`config.mk`:
```
export PLATFORM = sky130hd
export DESIGN_NAME = mem_arbiter
export DESIGN_NICKNAME = d
export VERILOG_FILES = /design/src/rtl/mem_arbiter.sv
export SDC_FILE = /design/constraint.sdc
export NUM_CORES = 1
export LEC_CHECK = 0
export CAP_MARGIN = 20
export CORE_AREA = 5 5 106 108
export CTS_BUF_LIST = sky130_fd_sc_hd__clkbuf_8
export CTS_CLUSTER_DIAMETER = 40
export DETAILED_ROUTE_END_ITERATION = 16
export DIE_AREA = 0 0 111 113
export PLACE_DENSITY_LB_ADDON = 0.12
export SKIP_LAST_GASP = 1
export SLEW_MARGIN = 0
export SYNTH_ARGS = -nofsm -noshare
export SYNTH_HDL_FRONTEND = slang
export SYNTH_SLANG_ARGS = --single-unit
```
`constraint.sdc`:
```
create_clock -name clk -period 1.8 [get_ports clk]
set_input_delay 0.36 -clock clk [delete_from_list [all_inputs] [get_ports clk]]
set_output_delay 0.36 -clock clk [all_outputs]
set_load 0.01 [all_outputs]
```
`src/rtl/mem_arbiter.sv`:
```
// Two-port controller for a single-port synchronous data memory: fetch (read-only) and
// load/store share the array under round-robin arbitration, after an optional zero-fill sweep.
module mem_arbiter #(
  parameter int AW             = 8,
  parameter bit CLEAR_ON_RESET = 1'b1
) (
  input  logic          clk,
  input  logic          rst,
  input  logic          i_req,
  input  logic [31:0]   i_addr,
  output logic          i_gnt,
  output logic          i_rvalid,
  output logic [31:0]   i_rdata,
  input  logic          d_req,
  input  logic          d_we,
  input  logic [3:0]    d_be,
  input  logic [31:0]   d_addr,
  input  logic [31:0]   d_wdata,
  output logic          d_gnt,
  output logic          d_rvalid,
  output logic [31:0]   d_rdata,
  output logic          mem_cen,
  output logic          mem_wen,
  output logic [31:0]   mem_bwen,
  output logic [AW-1:0] mem_a,
  output logic [31:0]   mem_d,
  input  logic [31:0]   mem_q,
  output logic          init_done
);

  typedef enum logic {CLEAR, RUN} state_t;
  typedef enum logic {PORT_I, PORT_D} port_t;

  state_t        state;
  port_t         last_gnt;
  logic [AW-1:0] clr_cnt;

  // Only word-address bits reach the memory; the rest are intentionally ignored.
  logic unused_addr_bits;
  assign unused_addr_bits = ^{i_addr[31:AW+2], i_addr[1:0], d_addr[31:AW+2], d_addr[1:0]};

  assign i_rdata = mem_q;
  assign d_rdata = mem_q;

  always_comb begin
    i_gnt    = 1'b0;
    d_gnt    = 1'b0;
    mem_cen  = 1'b1;
    mem_wen  = 1'b1;
    mem_bwen = '0;
    mem_a    = '0;
    mem_d    = '0;
    if (!rst) begin
      if (state == CLEAR) begin
        mem_cen  = 1'b0;
        mem_wen  = 1'b0;
        mem_bwen = '1;
        mem_a    = clr_cnt;
      end else begin
        // On a conflict the port that did not win last time gets the memory.
        if (i_req && d_req) begin
          d_gnt = (last_gnt == PORT_I);
          i_gnt = !d_gnt;
        end else begin
          i_gnt = i_req;
          d_gnt = d_req;
        end
        mem_cen = ~(i_gnt | d_gnt);
        mem_wen = ~(d_gnt & d_we);
        mem_a   = d_gnt ? d_addr[AW+1:2] : i_addr[AW+1:2];
        mem_d   = d_wdata;
        if (d_gnt && d_we) begin
          for (int k = 0; k < 4; k++) begin
            mem_bwen[8*k +: 8] = {8{d_be[k]}};
          end
        end
      end
    end
  end

  always_ff @(posedge clk) begin
    if (rst) begin
      state     <= CLEAR_ON_RESET ? CLEAR : RUN;
      clr_cnt   <= '0;
      last_gnt  <= PORT_D;
      i_rvalid  <= 1'b0;
      d_rvalid  <= 1'b0;
      init_done <= 1'b0;
    end else begin
      i_rvalid <= i_gnt;
      d_rvalid <= d_gnt & ~d_we;
      case (state)
        CLEAR: begin
          clr_cnt <= clr_cnt + 1'b1;
          if (clr_cnt == '1) begin
            state     <= RUN;
            init_done <= 1'b1;
          end
        end
        RUN: begin
          init_done <= 1'b1;
          if (i_gnt) begin
            last_gnt <= PORT_I;
          end else if (d_gnt) begin
            last_gnt <= PORT_D;
          end
        end
      endcase
    end
  end

endmodule

```
---- Word level (Yosys, flattened, before mapping) ----
Cells that the tools add are included.
word-level totals
  register bits after elaboration ......... 13
  input port bits ......................... 137
  output and inout port bits .............. 143
  word-level logic and storage cells ...... 49
operators by class
  add/sub/neg operators ................... 1
  equal/unequal tests ..................... 2
  multiplexer cells ....................... 28
  bitwise logic cells ..................... 8
  reduce and logical (&&, ||, !) cells .... 4
operator list
  cell                                                   count
  two-way mux 32 bit                                     5
  two-way mux 8 bit                                      3
  two-way mux 1 bit                                      19
  adder 8 x 1 -> 8 bit, second input constant            1
  == test 8 bit, second input constant                   1
  inverter 1 bit                                         5
  bitwise AND 1 bit                                      2
  logical AND 1 bit                                      2
  inequality test 2 x 1 -> 1 bit, second input constant  1
  one-hot mux 1 bit (2 select lines)                     1
  AND reduction 2 bit                                    1
  nonzero test 2 bit                                     1
  OR 1 bit                                               1

---- Depth between registers and ports, before layout ----
  depth after elaboration ................. 8
  depth in mapped cells ................... 5
  depth with buffers taken out ............ 4

---- Least setup slack after synthesis ----
No wires, ideal clock.
  kind .................................... in2out
  start ................................... input port d_req
  end ..................................... output port mem_bwen[10]
  arrival time ............................ 1.610 ns
  slack ................................... -0.170 ns
  stages on the path ...................... 4
  cells stage by stage .................... a21boi_4 -> a21oi_2 -> nor3_1 -> buf_4
between the ends
  cells in the longest elaborated chain, start to end .. 8
ends and longest elaborated chain
  element               line  text
  start: declaration    14    input logic d_req,
  logical AND 1 bit     61    if (i_req && d_req) begin
  two-way mux 1 bit *   61
  two-way mux 1 bit *   54    if (state == CLEAR) begin
  two-way mux 1 bit *   53    if (!rst) begin
  logical AND 1 bit *   72    if (d_gnt && d_we) begin
  two-way mux 32 bit *  72
  two-way mux 32 bit *  54
  two-way mux 32 bit *  53
  end: declaration      24    output logic [31:0] mem_bwen,
Every way passes the cells marked *; elsewhere a longest branch is shown, timed or not. The select of a mux whose other input is x is not followed.

---- Worst setup path in the final report ----
  start ................................... input port i_req
  end ..................................... output port mem_a[4]
between the ends
  cells in the longest elaborated chain, start to end .. 7
ends and longest elaborated chain
  element             line  text
  start: declaration  9     input logic i_req,
  logical AND 1 bit   61
  two-way mux 1 bit   61
  two-way mux 1 bit   54
  two-way mux 1 bit   53
  two-way mux 8 bit   70    mem_a = d_gnt ? d_addr[AW+1:2] : i_addr[AW+1:2];
  two-way mux 8 bit   54
  two-way mux 8 bit   53
  end: declaration    25    output logic [AW-1:0] mem_a,
Every way passes these cells. The select of a mux whose other input is x is not followed.

==> summary.md <==
| Metric | Value |
|---|---|
| Tmin final | approximately 1.8 ns |
| Mux contribution to synthesized area | 0.00586 |
| WP data required | between 1 and 1.5 ns |
| Synthesized area | roughly 0.0017 mm^2 |
| CTS H-tree depth | 1 |
| Final Hold Viols | 0 |
| Placement Setup Slack | -0.836 ns |
| Initial Util | 0.169 |
| Fin. max-slew vios | 0 |
| Global-route wire length before repair | approximately 10,000 um |
| Max_slew headroom | 0.835 |
| Vias in the first global route | roughly 1,800 |
| Final Net Count | ~440 |
| Worst Skew | about 0.0013 ns |
| Most frequent cell after synthesis | buf_4 |
| Number of buffers created by CTS | 3 |
| Worst Path Buf+Inv | 4 |
| FFs w/ async S/R, synth | 0 |
| # IOs | 280 |
| Worst Setup End Kind | primary output |
| Antenna violations before repair | 0 |
| Power Density | ~330 mW/mm^2 |
| Largest net degree at the start of global routing | 26 |
| Drt wl/cell | ~15 um |
| All-Layer GR Usage | 0.0997 |
| DRC Markers | 0 |
| #FFs+latches synth | 13 |
| Fin cells | 440 |
| Final setup violation count | 6 |
| Status | finished, violations left |
| Compound-cell area share of the yosys netlist | 0.124 |
| Slew @ Worst Pin | around 0.25 ns |
| Hpwl dp | roughly 5100 um |
| # clock sinks | 13 |
| Slowest stage delay, CP | 0.22 ns |
| Most used flip-flop cell after synthesis | dfxtp_1 |
| Filler cell count | around 1,100 |
| DIE AREA | ~0.013 mm^2 |
| Layout area overhead | 62.4% |
| Critical Path Source Type | input port |
| Total grt overflow | 0 |
| Ant diodes | 0 |
| DR vias | 1,726 |
| XOR/XNOR Fraction of Synth Area | 0.0205 |
| Synthesized instance count | ~240 |
| Area contributors post-synth | buf_4 40%, dfxtp_1 15%, and3_1 12% |
| Leakage power | 1.41 nW |
| TritonCTS clock tree | yes |
| Crit path max-delay family | buffers and inverters |
| WS Path Type | in -> out |
| CP Max Fanout | 6 |
| Yosys warns | 0 |
| Maximum root-to-sink buffer count | 2 |
| Number of flops mapped to enable cells by yosys | 0 |
| Initial DRC Count | 23 |
| Routed Wire Length | between 6000 and 7000 um |
| Die width | 111 um |
| Share of layout cells above drive strength 1 | 0.375 |
| Row cnt | 37 |
| Drt via density | just under 4 |
| Core Region | ~0.01 mm^2 |
| Maximum vdd drop | ~0.00018 V |
| Dpl cells | ~430 |
| Clk Tree Root Cell | clkbuf_8 |
| Worst hold path type | in -> reg |
| Post-Synth Adder-Cell Area | 0.00732 |
| Syn Nets | around 370 |
| Crit path DAT | between 1 and 1.5 ns |
| Setup slack after layout | -0.0313 ns |
| Seq/Total Area, Yosys | 0.152 |
| Worst-skew pair later-pin latency | between 0.2 and 0.3 ns |
| Worst-path cell chain | clkdlybuf4s15_2 -> a21boi_4 -> buf_8 -> buf_12 -> a21oi_2 -> a211oi_2 -> buf_2 |
| F_max | roughly 0.55 GHz |
| Synth Area in Simple Gates | 0.248 |
| Total of max-cap violations | 0 |
| Distinct cells, synth | 32 |
| First-pass DRT Iterations | 4 |
| Violated checks | setup timing |
| RSZ-0062 raised after global routing | true |
| Master of the slowest instance on the critical path | clkdlybuf4s15_2 |
| Fin crit share | 1.02 |
| Synth area leader | buf_4 |
| Reg clk slew, reported paths | around 0.060 ns |
| DIE HEIGHT | between 100 and 150 um |
| Largest family of logic cells by synthesized area | buffers and inverters |
| Routability Congestion | between 0.6 and 0.7 |
| PortBufs | roughly 140 |
| Mapped Avg Cell Area | between 7 and 8 um^2 |
| Area share of the largest cell type after synthesis | 0.404 |
| Commonest cells post-synth | 92 x buf_4, 33 x and3_1, 20 x nor2_1 |
| ANT nets after route | 0 |
## registers in the layout, indices dropped and copies added, names as in the netlist
register / cells
state: 1
d_rvalid: 1
i_rvalid: 1
last_gnt: 1
clr_cnt: 8
init_done: 1
## logic make-up (layout without fill, tap and decap cells)
family,after synthesis,count (layout)
flops,13,13
mux,1,1
fa+ha+maj,1,1
simple gates,78,78
buf+inv,108,176
compound gates,31,31
xor+xnor,4,4
## per-layer routing
layer	vias to the layer above	GRT usage	wire length, um
li1	835	-	-
met1	755	0.114	2830
met2	107	0.169	3020
met3	29	0.0305	581
met4	0	0.0509	244
met5	-	0	0
## stage by stage
| stage | power (W) | TNS, ns | cell area, um^2 | util | hold WS [ns] |
|---|---|---|---|---|---|
| floorplan | 0.000578 | -4.76 | 1710 | - | 0.439 |
| global placement | 0.000647 | -48.28 | 2720 | 0.269 | 0.485 |
| detailed placement | 0.000647 | -48.67 | 2720 | 0.269 | 0.492 |
| CTS | 0.000950 | -3.15 | 2910 | 0.287 | 0.478 |
| global route | 0.000973 | -1.71 | 2780 | 0.274 | 0.499 |
| finish | 0.000911 | -0.123 | 2780 | 0.274 | 0.489 |
## power breakdown
| group | switching [W] | internal, W | total (W) |
|---|---|---|---|
| Combinational | 0.000132 | 0.000211 | 0.000343 |
| Clock | 0.000120 | 0.000151 | 0.000271 |
| Sequential | 0.00000522 | 0.000292 | 0.000297 |
## layout by cell type (no fill, tap or decap), drive strengths merged, types with 2 or more instances in the layout
cell type / count
clkbuf: 12
dfxtp: 13
nand2: 10
clkdlybuf4s50: 55
a211oi: 7
and3: 33
dlygate4sd2: 28
inv: 5
clkdlybuf4s15: 8
nor2: 20
or3: 2
xor2: 3
nand4: 2
and4: 2
buf: 67
o21ai: 4
a21oi: 14
nand4b: 2
nor3: 5
## layout make-up
cell class	count	area, um^2	share of cell area
timing repair buffer	168	1480	0.533
sequential	13	265	0.0956
multi-input combinational	115	797	0.287
inverter	4	17.5	0.00631
clock inverter	1	3.75	0.00135
clock buffer	3	41.3	0.0149
tap	136	170	0.0613
## path summary, 6_finish.rpt
check | from | end | slack, ns | depth (start not counted)
max | i_req | mem_a[4] | -0.03 | 7
min | d_we | d_rvalid$_SDFF_PP0_ | 0.49 | 2
max reg2reg | state$_SDFF_PP0_ | clr_cnt[7]$_SDFFE_PP0N_ | 0.31 | 5
min reg2reg | init_done$_SDFFE_PP0P_ | init_done$_SDFFE_PP0P_ | 0.50 | 2
## what timing repair did
action / CTS / global route
gates cloned: 1 / 0
buffers inserted: 5 / 2
hold buffers: 0 / 0
setup endpoints to repair: 76 / 48
pin swaps: 10 / 6
gates resized for setup: 200 / 57
Note: power is estimated with default switching activity, not from simulation.
